## src/rtl/sched_pkg.sv

```systemverilog
// Shared constants, FSM encoding and unit indices for the issue scheduler.
package sched_pkg;

  localparam int NREGS   = 64;
  localparam int REG_W   = 6;
  localparam int NUNITS  = 8;
  localparam int UNIT_W  = 3;
  localparam int STALL_W = 16;

  typedef enum logic [1:0] {
    S_RUN   = 2'd0,
    S_DRAIN = 2'd1,
    S_IDLE  = 2'd2
  } state_e;

  localparam logic [UNIT_W-1:0] UNIT_ALU0 = 3'd0;
  localparam logic [UNIT_W-1:0] UNIT_ALU1 = 3'd1;
  localparam logic [UNIT_W-1:0] UNIT_MUL  = 3'd2;
  localparam logic [UNIT_W-1:0] UNIT_DIV  = 3'd3;
  localparam logic [UNIT_W-1:0] UNIT_LSU  = 3'd4;
  localparam logic [UNIT_W-1:0] UNIT_BRU  = 3'd5;
  localparam logic [UNIT_W-1:0] UNIT_FPU  = 3'd6;
  localparam logic [UNIT_W-1:0] UNIT_CSR  = 3'd7;

endpackage

```

## src/rtl/issue_scheduler_if.sv

```systemverilog
// Decode/writeback/drain signals between the pipeline and the issue scheduler.
interface issue_scheduler_if;
  import sched_pkg::*;

  logic                 dec_valid;
  logic [UNIT_W-1:0]    dec_unit;
  logic [REG_W-1:0]     dec_rs1, dec_rs2, dec_rd, dec_rd2;
  logic                 dec_wr_rd, dec_wr_rd2;
  logic                 flush;
  logic [NUNITS-1:0]    unit_busy;
  logic [1:0]           wb_valid;
  logic [REG_W-1:0]     wb_rn0, wb_rn1;
  logic                 drain_req;
  logic                 issue_valid;
  logic [UNIT_W-1:0]    issue_unit;
  logic                 allow_advance;
  logic                 drain_ack;
  logic [STALL_W-1:0]   stall_cnt;
  logic                 sb_err;

  modport master (
    output dec_valid, dec_unit, dec_rs1, dec_rs2, dec_rd, dec_rd2,
           dec_wr_rd, dec_wr_rd2, flush, unit_busy, wb_valid, wb_rn0, wb_rn1, drain_req,
    input  issue_valid, issue_unit, allow_advance, drain_ack, stall_cnt, sb_err
  );

  modport slave (
    input  dec_valid, dec_unit, dec_rs1, dec_rs2, dec_rd, dec_rd2,
           dec_wr_rd, dec_wr_rd2, flush, unit_busy, wb_valid, wb_rn0, wb_rn1, drain_req,
    output issue_valid, issue_unit, allow_advance, drain_ack, stall_cnt, sb_err
  );

endinterface

```

## src/rtl/sched_scoreboard.sv

```systemverilog
// Pending-write scoreboard: writeback clears bypass into eff_pending, issue sets win over clears.
// Flags a sticky error on writeback to register 0 or to a register with nothing outstanding.
module sched_scoreboard
  import sched_pkg::*;
(
  input  logic               clk,
  input  logic               rst_n,
  input  logic               issue_i,
  input  logic               wr_rd_i,
  input  logic [REG_W-1:0]   rd_i,
  input  logic               wr_rd2_i,
  input  logic [REG_W-1:0]   rd2_i,
  input  logic [1:0]         wb_valid_i,
  input  logic [REG_W-1:0]   wb_rn0_i,
  input  logic [REG_W-1:0]   wb_rn1_i,
  output logic [NREGS-1:0]   eff_pending_o,
  output logic               sb_err_o
);

  logic [NREGS-1:0] pending_q, pending_d;
  logic [NREGS-1:0] wb_clear, set_mask;
  logic             sb_err_q, sb_err_d;
  logic             err0, err1;

  always_comb begin
    wb_clear = '0;
    if (wb_valid_i[0]) wb_clear[wb_rn0_i] = 1'b1;
    if (wb_valid_i[1]) wb_clear[wb_rn1_i] = 1'b1;

    set_mask = '0;
    if (issue_i && wr_rd_i)  set_mask[rd_i]  = 1'b1;
    if (issue_i && wr_rd2_i) set_mask[rd2_i] = 1'b1;
    set_mask[0] = 1'b0;

    pending_d    = (pending_q & ~wb_clear) | set_mask;
    pending_d[0] = 1'b0;
  end

  assign eff_pending_o = pending_q & ~wb_clear;

  // Judged against the registered bits only; a same-cycle issue does not excuse the writeback.
  assign err0     = wb_valid_i[0] && ((wb_rn0_i == '0) || !pending_q[wb_rn0_i]);
  assign err1     = wb_valid_i[1] && ((wb_rn1_i == '0) || !pending_q[wb_rn1_i]);
  assign sb_err_d = sb_err_q | err0 | err1;
  assign sb_err_o = sb_err_q;

  always_ff @(posedge clk or negedge rst_n) begin
    if (!rst_n) begin
      pending_q <= '0;
      sb_err_q  <= 1'b0;
    end else begin
      pending_q <= pending_d;
      sb_err_q  <= sb_err_d;
    end
  end

endmodule

```

## src/rtl/issue_scheduler.sv

```systemverilog
// In-order issue: hazard check against the scoreboard, drain FSM and saturating stall counter.
// Issue, unit and allow_advance are combinational from registered state and current inputs.
module issue_scheduler
  import sched_pkg::*;
(
  input  logic             clk,
  input  logic             rst_n,
  issue_scheduler_if.slave bus
);

  logic [NREGS-1:0]   eff_pending;
  logic               sb_err;
  logic               hazard, run_ok, issue, stall_evt, quiet, drain_ack;
  state_e             state_q, state_d;
  logic [STALL_W-1:0] stall_q, stall_d;

  sched_scoreboard u_sb (
    .clk           (clk),
    .rst_n         (rst_n),
    .issue_i       (issue),
    .wr_rd_i       (bus.dec_wr_rd),
    .rd_i          (bus.dec_rd),
    .wr_rd2_i      (bus.dec_wr_rd2),
    .rd2_i         (bus.dec_rd2),
    .wb_valid_i    (bus.wb_valid),
    .wb_rn0_i      (bus.wb_rn0),
    .wb_rn1_i      (bus.wb_rn1),
    .eff_pending_o (eff_pending),
    .sb_err_o      (sb_err)
  );

  assign hazard = eff_pending[bus.dec_rs1] | eff_pending[bus.dec_rs2]
                | (bus.dec_wr_rd  & eff_pending[bus.dec_rd])
                | (bus.dec_wr_rd2 & eff_pending[bus.dec_rd2])
                | bus.unit_busy[bus.dec_unit];

  // Quiescence uses the bypassed view so a final writeback completes the drain in its own cycle.
  assign quiet = (eff_pending == '0) && (bus.unit_busy == '0);

  always_ff @(posedge clk or negedge rst_n) begin
    if (!rst_n) state_q <= S_RUN;
    else        state_q <= state_d;
  end

  always_comb begin
    state_d = state_q;
    case (state_q)
      S_RUN:   if (bus.drain_req) state_d = S_DRAIN;
      S_DRAIN: if (!bus.drain_req) state_d = S_RUN;
               else if (quiet)     state_d = S_IDLE;
      S_IDLE:  if (!bus.drain_req) state_d = S_RUN;
      default: state_d = S_RUN;
    endcase
  end

  always_comb begin
    run_ok    = 1'b0;
    drain_ack = 1'b0;
    case (state_q)
      S_RUN:   run_ok    = !bus.drain_req;
      S_IDLE:  drain_ack = 1'b1;
      default: ;
    endcase
  end

  assign issue     = bus.dec_valid & ~bus.flush & ~hazard & run_ok;
  assign stall_evt = bus.dec_valid & ~bus.flush & ~issue;
  assign stall_d   = (stall_evt && (stall_q != '1)) ? stall_q + 1'b1 : stall_q;

  always_ff @(posedge clk or negedge rst_n) begin
    if (!rst_n) stall_q <= '0;
    else        stall_q <= stall_d;
  end

  assign bus.issue_valid   = issue;
  assign bus.issue_unit    = issue ? bus.dec_unit : '0;
  assign bus.allow_advance = ~bus.dec_valid | bus.flush | issue;
  assign bus.drain_ack     = drain_ack;
  assign bus.stall_cnt     = stall_q;
  assign bus.sb_err        = sb_err;

endmodule
```

## src/flat_wrapper.sv

```systemverilog
// flat-port wrapper written by rule: the top's interface ports become plain ports
module issue_scheduler_flat import sched_pkg::*;
  (clk, rst_n, bus_dec_valid, bus_dec_unit, bus_dec_rs1, bus_dec_rs2, bus_dec_rd, bus_dec_rd2, bus_dec_wr_rd, bus_dec_wr_rd2, bus_flush, bus_unit_busy, bus_wb_valid, bus_wb_rn0, bus_wb_rn1, bus_drain_req, bus_issue_valid, bus_issue_unit, bus_allow_advance, bus_drain_ack, bus_stall_cnt, bus_sb_err);
  issue_scheduler_if bus_i ();
  input  logic clk;
  input  logic rst_n;
  input wire logic [$bits(bus_i.dec_valid)-1:0] bus_dec_valid;
  input wire logic [$bits(bus_i.dec_unit)-1:0] bus_dec_unit;
  input wire logic [$bits(bus_i.dec_rs1)-1:0] bus_dec_rs1;
  input wire logic [$bits(bus_i.dec_rs2)-1:0] bus_dec_rs2;
  input wire logic [$bits(bus_i.dec_rd)-1:0] bus_dec_rd;
  input wire logic [$bits(bus_i.dec_rd2)-1:0] bus_dec_rd2;
  input wire logic [$bits(bus_i.dec_wr_rd)-1:0] bus_dec_wr_rd;
  input wire logic [$bits(bus_i.dec_wr_rd2)-1:0] bus_dec_wr_rd2;
  input wire logic [$bits(bus_i.flush)-1:0] bus_flush;
  input wire logic [$bits(bus_i.unit_busy)-1:0] bus_unit_busy;
  input wire logic [$bits(bus_i.wb_valid)-1:0] bus_wb_valid;
  input wire logic [$bits(bus_i.wb_rn0)-1:0] bus_wb_rn0;
  input wire logic [$bits(bus_i.wb_rn1)-1:0] bus_wb_rn1;
  input wire logic [$bits(bus_i.drain_req)-1:0] bus_drain_req;
  output wire logic [$bits(bus_i.issue_valid)-1:0] bus_issue_valid;
  output wire logic [$bits(bus_i.issue_unit)-1:0] bus_issue_unit;
  output wire logic [$bits(bus_i.allow_advance)-1:0] bus_allow_advance;
  output wire logic [$bits(bus_i.drain_ack)-1:0] bus_drain_ack;
  output wire logic [$bits(bus_i.stall_cnt)-1:0] bus_stall_cnt;
  output wire logic [$bits(bus_i.sb_err)-1:0] bus_sb_err;
  assign bus_i.dec_valid = bus_dec_valid;
  assign bus_i.dec_unit = bus_dec_unit;
  assign bus_i.dec_rs1 = bus_dec_rs1;
  assign bus_i.dec_rs2 = bus_dec_rs2;
  assign bus_i.dec_rd = bus_dec_rd;
  assign bus_i.dec_rd2 = bus_dec_rd2;
  assign bus_i.dec_wr_rd = bus_dec_wr_rd;
  assign bus_i.dec_wr_rd2 = bus_dec_wr_rd2;
  assign bus_i.flush = bus_flush;
  assign bus_i.unit_busy = bus_unit_busy;
  assign bus_i.wb_valid = bus_wb_valid;
  assign bus_i.wb_rn0 = bus_wb_rn0;
  assign bus_i.wb_rn1 = bus_wb_rn1;
  assign bus_i.drain_req = bus_drain_req;
  assign bus_issue_valid = bus_i.issue_valid;
  assign bus_issue_unit = bus_i.issue_unit;
  assign bus_allow_advance = bus_i.allow_advance;
  assign bus_drain_ack = bus_i.drain_ack;
  assign bus_stall_cnt = bus_i.stall_cnt;
  assign bus_sb_err = bus_i.sb_err;
  issue_scheduler u_core (.clk(clk), .rst_n(rst_n), .bus(bus_i));
endmodule
```

## config.mk

```make
export PLATFORM = sky130hd
export DESIGN_NAME = issue_scheduler_flat
export DESIGN_NICKNAME = d
export VERILOG_FILES = /design/src/rtl/sched_pkg.sv /design/src/rtl/issue_scheduler_if.sv /design/src/rtl/sched_scoreboard.sv /design/src/rtl/issue_scheduler.sv /design/src/flat_wrapper.sv
export SDC_FILE = /design/constraint.sdc
export NUM_CORES = 1
export LEC_CHECK = 0
export CAP_MARGIN = 0
export CORE_MARGIN = 1
export CORE_UTILIZATION = 60
export DETAILED_ROUTE_END_ITERATION = 7
export PLACE_DENSITY = 0.89
export SLEW_MARGIN = 20
export SYNTH_ARGS = -nofsm -noshare
export SYNTH_HDL_FRONTEND = slang
export SYNTH_SLANG_ARGS = --single-unit
```

## constraint.sdc

```tcl
create_clock -name clk -period 4.62 [get_ports clk]
set_input_delay 0.462 -clock clk [delete_from_list [all_inputs] [get_ports clk]]
set_output_delay 0.462 -clock clk [all_outputs]
set_load 0.01 [all_outputs]
```

==> results of run 1 <==
==> what timing repair did <==
item / in CTS
pin swaps: 4
buffers inserted: 3
resized for setup: 41
hold endpoints to repair: 0
setup endpoints to repair: 73
==> stage by stage <==
stage / utilization / hold slack, ns / setup TNS [ns] / cells / area [sq um]
after detailed placement: 0.779 / 0.477 / -38.81 / 1329 / 10500
after CTS: 0.815 / 0.336 / -0.375 / 1348 / 11000
after floorplan: - / 0.166 / 0 / 978 / 8390
after global placement: 0.779 / 0.481 / -21.04 / 1329 / 10500
==> cells in the mapped netlist (all sizes together), types with 11 or more instances <==
| library cell | instances |
|---|---|
| o221ai | 93 |
| dfrtp | 82 |
| clkbuf | 70 |
| nor2 | 69 |
| nand2 | 55 |
| nand4 | 46 |
| mux2i | 39 |
| o21ai | 39 |
| nand3 | 37 |
| mux4 | 31 |
| a22oi | 28 |
| buf | 27 |
| a21oi | 24 |
| nor3 | 24 |
| o211ai | 22 |
| inv | 19 |
| o22ai | 17 |
| nand2b | 14 |
| nor2b | 14 |
| nor4 | 13 |
| a31oi | 12 |
| a221oi | 11 |
| and3 | 11 |
| mux2 | 11 |
| nand3b | 11 |
| o221a | 11 |
==> per-layer routing <==
| metal | overflow | GRT usage |
|---|---|---|
| met3 | 1 | 0.683 |
| met2 | 44 | 0.913 |
| met5 | 0 | 0.445 |
| met4 | 39 | 0.765 |
| met1 | 0 | 0.790 |
==> kinds of logic after synthesis <==
logic type,after synthesis
AO/OA/AOI/OAI,316
XOR/XNOR,12
adder cells (fa/ha/maj),1
buffers and inverters,119
flip-flops,82
multiplexers,81
AND/OR/NAND/NOR,367
==> impl_metrics.csv, run 1 <==
group,metric,value,unit
floorplanning,io_pins,79,
synth,synth_edf_count,0,
clock_tree,ctsHoldBuffers,0,
synth,avgSynthCellArea,8.57,sq um
synth,synth_cell_types,72,
clock_tree,htree_levels,3,
synth,synth_top_area_cell,"dfrtp_1",
synth,synthMuxAreaShare,0.145,
synth,syn-cell-area,8390,sq um
synth,synth_compound_area_frac,0.291,
synth,synth_top_family_by_area,"compound AO/OA/AOI/OAI gates",
clock_tree,cts-root-buf,"clkbuf_16",
grt,grt_max_degree,83,
floorplanning,die_x,120,microns
status,outcome,"aborted with a tool error",
synth,synth-seq-area-share,0.245,
placed_design,port-buffer-count,78,
synth,synth_top_cell_area_share,0.245,
synth,synth_fp_nets,1035,
floorplanning,start_util,0.623,
placed_design,dp.final_hpwl,31100,microns
status,stop_error,"[ERROR GRT-0232] Routing congestion too high. Check the congestion heatmap in the GUI.",
clock_tree,cts_buffer_depth,2,
synth,synth-async-reset-ratio,1.00,
floorplanning,die_h,120,microns
placed_design,place_congestion,1.39,
synth,synthTopCellsByArea,"dfrtp_1 (24%), o221ai_1 (9.4%), mux4_2 (8.3%)",
synth,synthAdderAreaFrac,0.00149,
grt,globalRouteOverflowTotal,84,
synth,synth_seq_cells,82,
status,haltStage,"5_1_grt",
grt,track_usage,0.789,
clock_tree,cts_buffers,9,
synth,yosys.area_share.xor_xnor,0.0125,
synth,synthCells,978,
placed_design,pre_cts_ws,-0.674,ns
clock_tree,clock_sinks,82,
synth,yosys_warnings,0,
synth,synth-simple-area-share,0.251,
floorplanning,fp-row-count,42,
synth,synthFlopType,"dfrtp_1",
==> run 2: changes to the inputs <==
Settings changed: CORE_UTILIZATION 60 to 40, PLACE_DENSITY 0.89 to not set, PLACE_DENSITY_LB_ADDON set to 0.15.
==> impl_metrics.csv, run 2 <==
group,metric,value,unit
final_layout,final_cell_count_no_fill,1523,
grt,antenna_found_initial,2,
power,p_per_area,200,nW/um^2
timing,tns,0,ns
synth,synthFlopType,"dfrtp_1",
drt,via_per_inst,7.31,
final_layout,top_register,"u_core.u_sb.pending_q",
synth,synthTopCellsByArea,"dfrtp_1 (24%), o221ai_1 (9.4%), mux4_2 (8.3%)",
power,clock_power_share,0.307,
floorplanning,die_area,21500,sq um
power,max-vdd-ir-drop,0.221,mV
critical_path,worstPathMaxFanout,13,
final_layout,layout_common_cells,"buf_4 (264), dfrtp_1 (82), o221ai_1 (75)",
timing,holdWs,0.135,ns
power,switchingPower,0.000889,W
clock_tree,cts_tree,"built",
timing,max_slew_margin,0.261,
status,outcome,"completed",
power,swShare,0.373,
clock_tree,cts_buffer_depth,2,
synth,synth-seq-area-share,0.245,
synth,synth_top_cell_area_share,0.245,
drt,ant_nets,0,
grt,grt_max_degree,83,
power,intPower,0.00150,W
drt,wl,50700,microns
clock_tree,cts_buffers,9,
synth,yosys_warnings,0,
job,drv_cap,0,
placed_design,dp.cells,1489,
critical_path,cp.required,4.16,ns
timing,finalCritPeriodShare,0.985,
power,p_seq_frac,0.348,
drt,wl_per_cell,33.3,microns
placed_design,dp.final_hpwl,38200,microns
synth,synth-async-reset-ratio,1.00,
synth,synth_seq_cells,82,
final_layout,fillers,1889,
timing,min_period,4.55,ns
min_path,hp-class,"in -> async",
synth,avgSynthCellArea,8.57,sq um
grt,grt_pass1_wl,71900,microns
final_layout,nNetsFinal,1305,
final_layout,finalCoreUtilization,0.585,
placed_design,port-buffer-count,78,
final_layout,layout_commonest_cell,"buf_4",
clock_tree,htree_levels,3,
floorplanning,coreArea,20400,sq um
synth,synthCells,978,
grt,grt_pass1_vias,10507,
synth,synth_cell_types,72,
synth,synth_fp_nets,1035,
timing,setup_violations,0,
clock_tree,cts-root-buf,"clkbuf_16",
timing,drv_slew,0,
timing,fmax,220,MHz
synth,syn-cell-area,8390,sq um
floorplanning,io_pins,79,
critical_path,cp-start-kind,"input port",
power,p_comb_frac,0.345,
final_layout,num_antenna_cells,0,
floorplanning,start_util,0.412,
clock_tree,insertion_delay,0.36,ns
clock_tree,ctsHoldBuffers,0,
synth,synth_edf_count,0,
clock_tree,clk_pin_slew,0.07,ns
drt,vias,11140,
timing,max_slew.worst_pin.slew,1.11,ns
critical_path,crit_path_end_kind,"output pin",
grt,globalRouteOverflowTotal,0,
timing,clock_skew,0.0139,ns
power,leakagePower,4.76,nW
final_layout,syn_to_final_growth,42.0,%
critical_path,cp.arrival,4.09,ns
floorplanning,die_x,147,microns
placed_design,place_congestion,1.07,
synth,synth_top_area_cell,"dfrtp_1",
critical_path,critPathKind,"in -> out",
drt,drtIter0Drc,1757,
final_layout,drive_above_1_share,0.313,
floorplanning,fp-row-count,52,
synth,yosysMostFrequentCell,"o221ai_1",
final_layout,largest_reg_flops,63,
floorplanning,die_h,147,microns
synth,ys_top_cells_by_count,"o221ai_1 (90), dfrtp_1 (82), clkbuf_1 (70)",
drt,first_pass_iters,6,
timing,hold_viol_final,0,
grt,track_usage,0.466,
drt,route.detailed.drc,0,
clock_tree,clock_sinks,82,
-- run 2: power by group through the flow --
stage / clock, W / sequential [W] / combinational (W)
after detailed placement: 0 / 0.000838 / 0.000763
after global placement: 0 / 0.000839 / 0.000765
after global routing: 0.000764 / 0.000832 / 0.000856
after floorplan: 0 / 0.000821 / 0.000353
final: 0.000731 / 0.000830 / 0.000823
after CTS: 0.000735 / 0.000826 / 0.000787
-- run 2: logic make-up after synthesis --
logic type | Yosys count | synth area share
compound gates | 316 | 0.291
xor+xnor | 12 | 0.0125
fa+ha+maj | 1 | 0.00149
buf+inv | 119 | 0.0555
flops | 82 | 0.245
mux | 81 | 0.145
simple gates | 367 | 0.251
-- run 2: metal layers --
layer	share of wire	routed length, microns	vias up	GRT usage
met1	0.36	18100	5305	0.580
li1	-	-	4562	-
met2	0.41	21000	1003	0.678
met4	0.084	4240	4	0.322
met3	0.14	7330	266	0.157
met5	0.00053	27	-	0
-- run 2: worst paths after layout --
kind | slack (ns) | endpoint | start | cells after the start
setup / recovery | 0.07 | bus_issue_unit[2] | bus_wb_rn0[3] | 17
hold / removal | 0.13 | u_core.u_sb.sb_err_o | rst_n | 1
setup reg to reg | 0.76 | u_core.bus.stall_cnt[15] | u_core.u_sb.pending_q[21] | 14
hold reg to reg | 0.50 | u_core.bus.stall_cnt[4] | u_core.bus.stall_cnt[4] | 1
max in group asynchronous | 3.92 | u_core.u_sb.pending_q[27] | rst_n | 1
min in group clk | 0.50 | u_core.bus.stall_cnt[4] | u_core.bus.stall_cnt[4] | 1
-- run 2: through the flow --
stage / instance area [sq um] / setup slack [ns] / total power (W)
after floorplan: 8390 / 0.617 / 0.00117
after global routing: 11900 / -0.0389 / 0.00245
after CTS: 11800 / 0.0758 / 0.00235
final: 11900 / 0.0693 / 0.00239
after global placement: 11100 / -0.391 / 0.00160
after detailed placement: 11100 / -0.410 / 0.00160
-- run 2: final cells by class --
class                      count  area, sq um  share of cell area
multi-input combinational    777         6170               0.518
timing repair buffer         356         2960               0.249
sequential                    82         2050               0.172
tap                          270          338              0.0284
clock buffer                   9          225              0.0189
inverter                      22         82.6             0.00693
clock inverter                 7         81.3             0.00683
-- run 2: critical path, stage by stage --
cell and delay (ns):
clkdlybuf4s50_1 0.46, buf_4 0.17, buf_4 0.15, nand3b_1 0.10
buf_4 0.22, o221ai_1 0.14, buf_4 0.19, buf_4 0.17
mux4_2 0.46, nor3_1 0.29, o32ai_2 0.16, nor4bb_1 0.30
buf_4 0.17, nor4_4 0.05, buf_12 0.14, and2_1 0.16
dlygate4sd2_1 0.28
-- run 2: timing repair --
action | in CTS | in global routing
gates resized for setup | 60 | 15
setup buffers | 17 | 1
endpoints found under the setup margin | 15 | 16
pin swaps | 5 | 4
No activity file was read; power rests on OpenSTA's default activity.
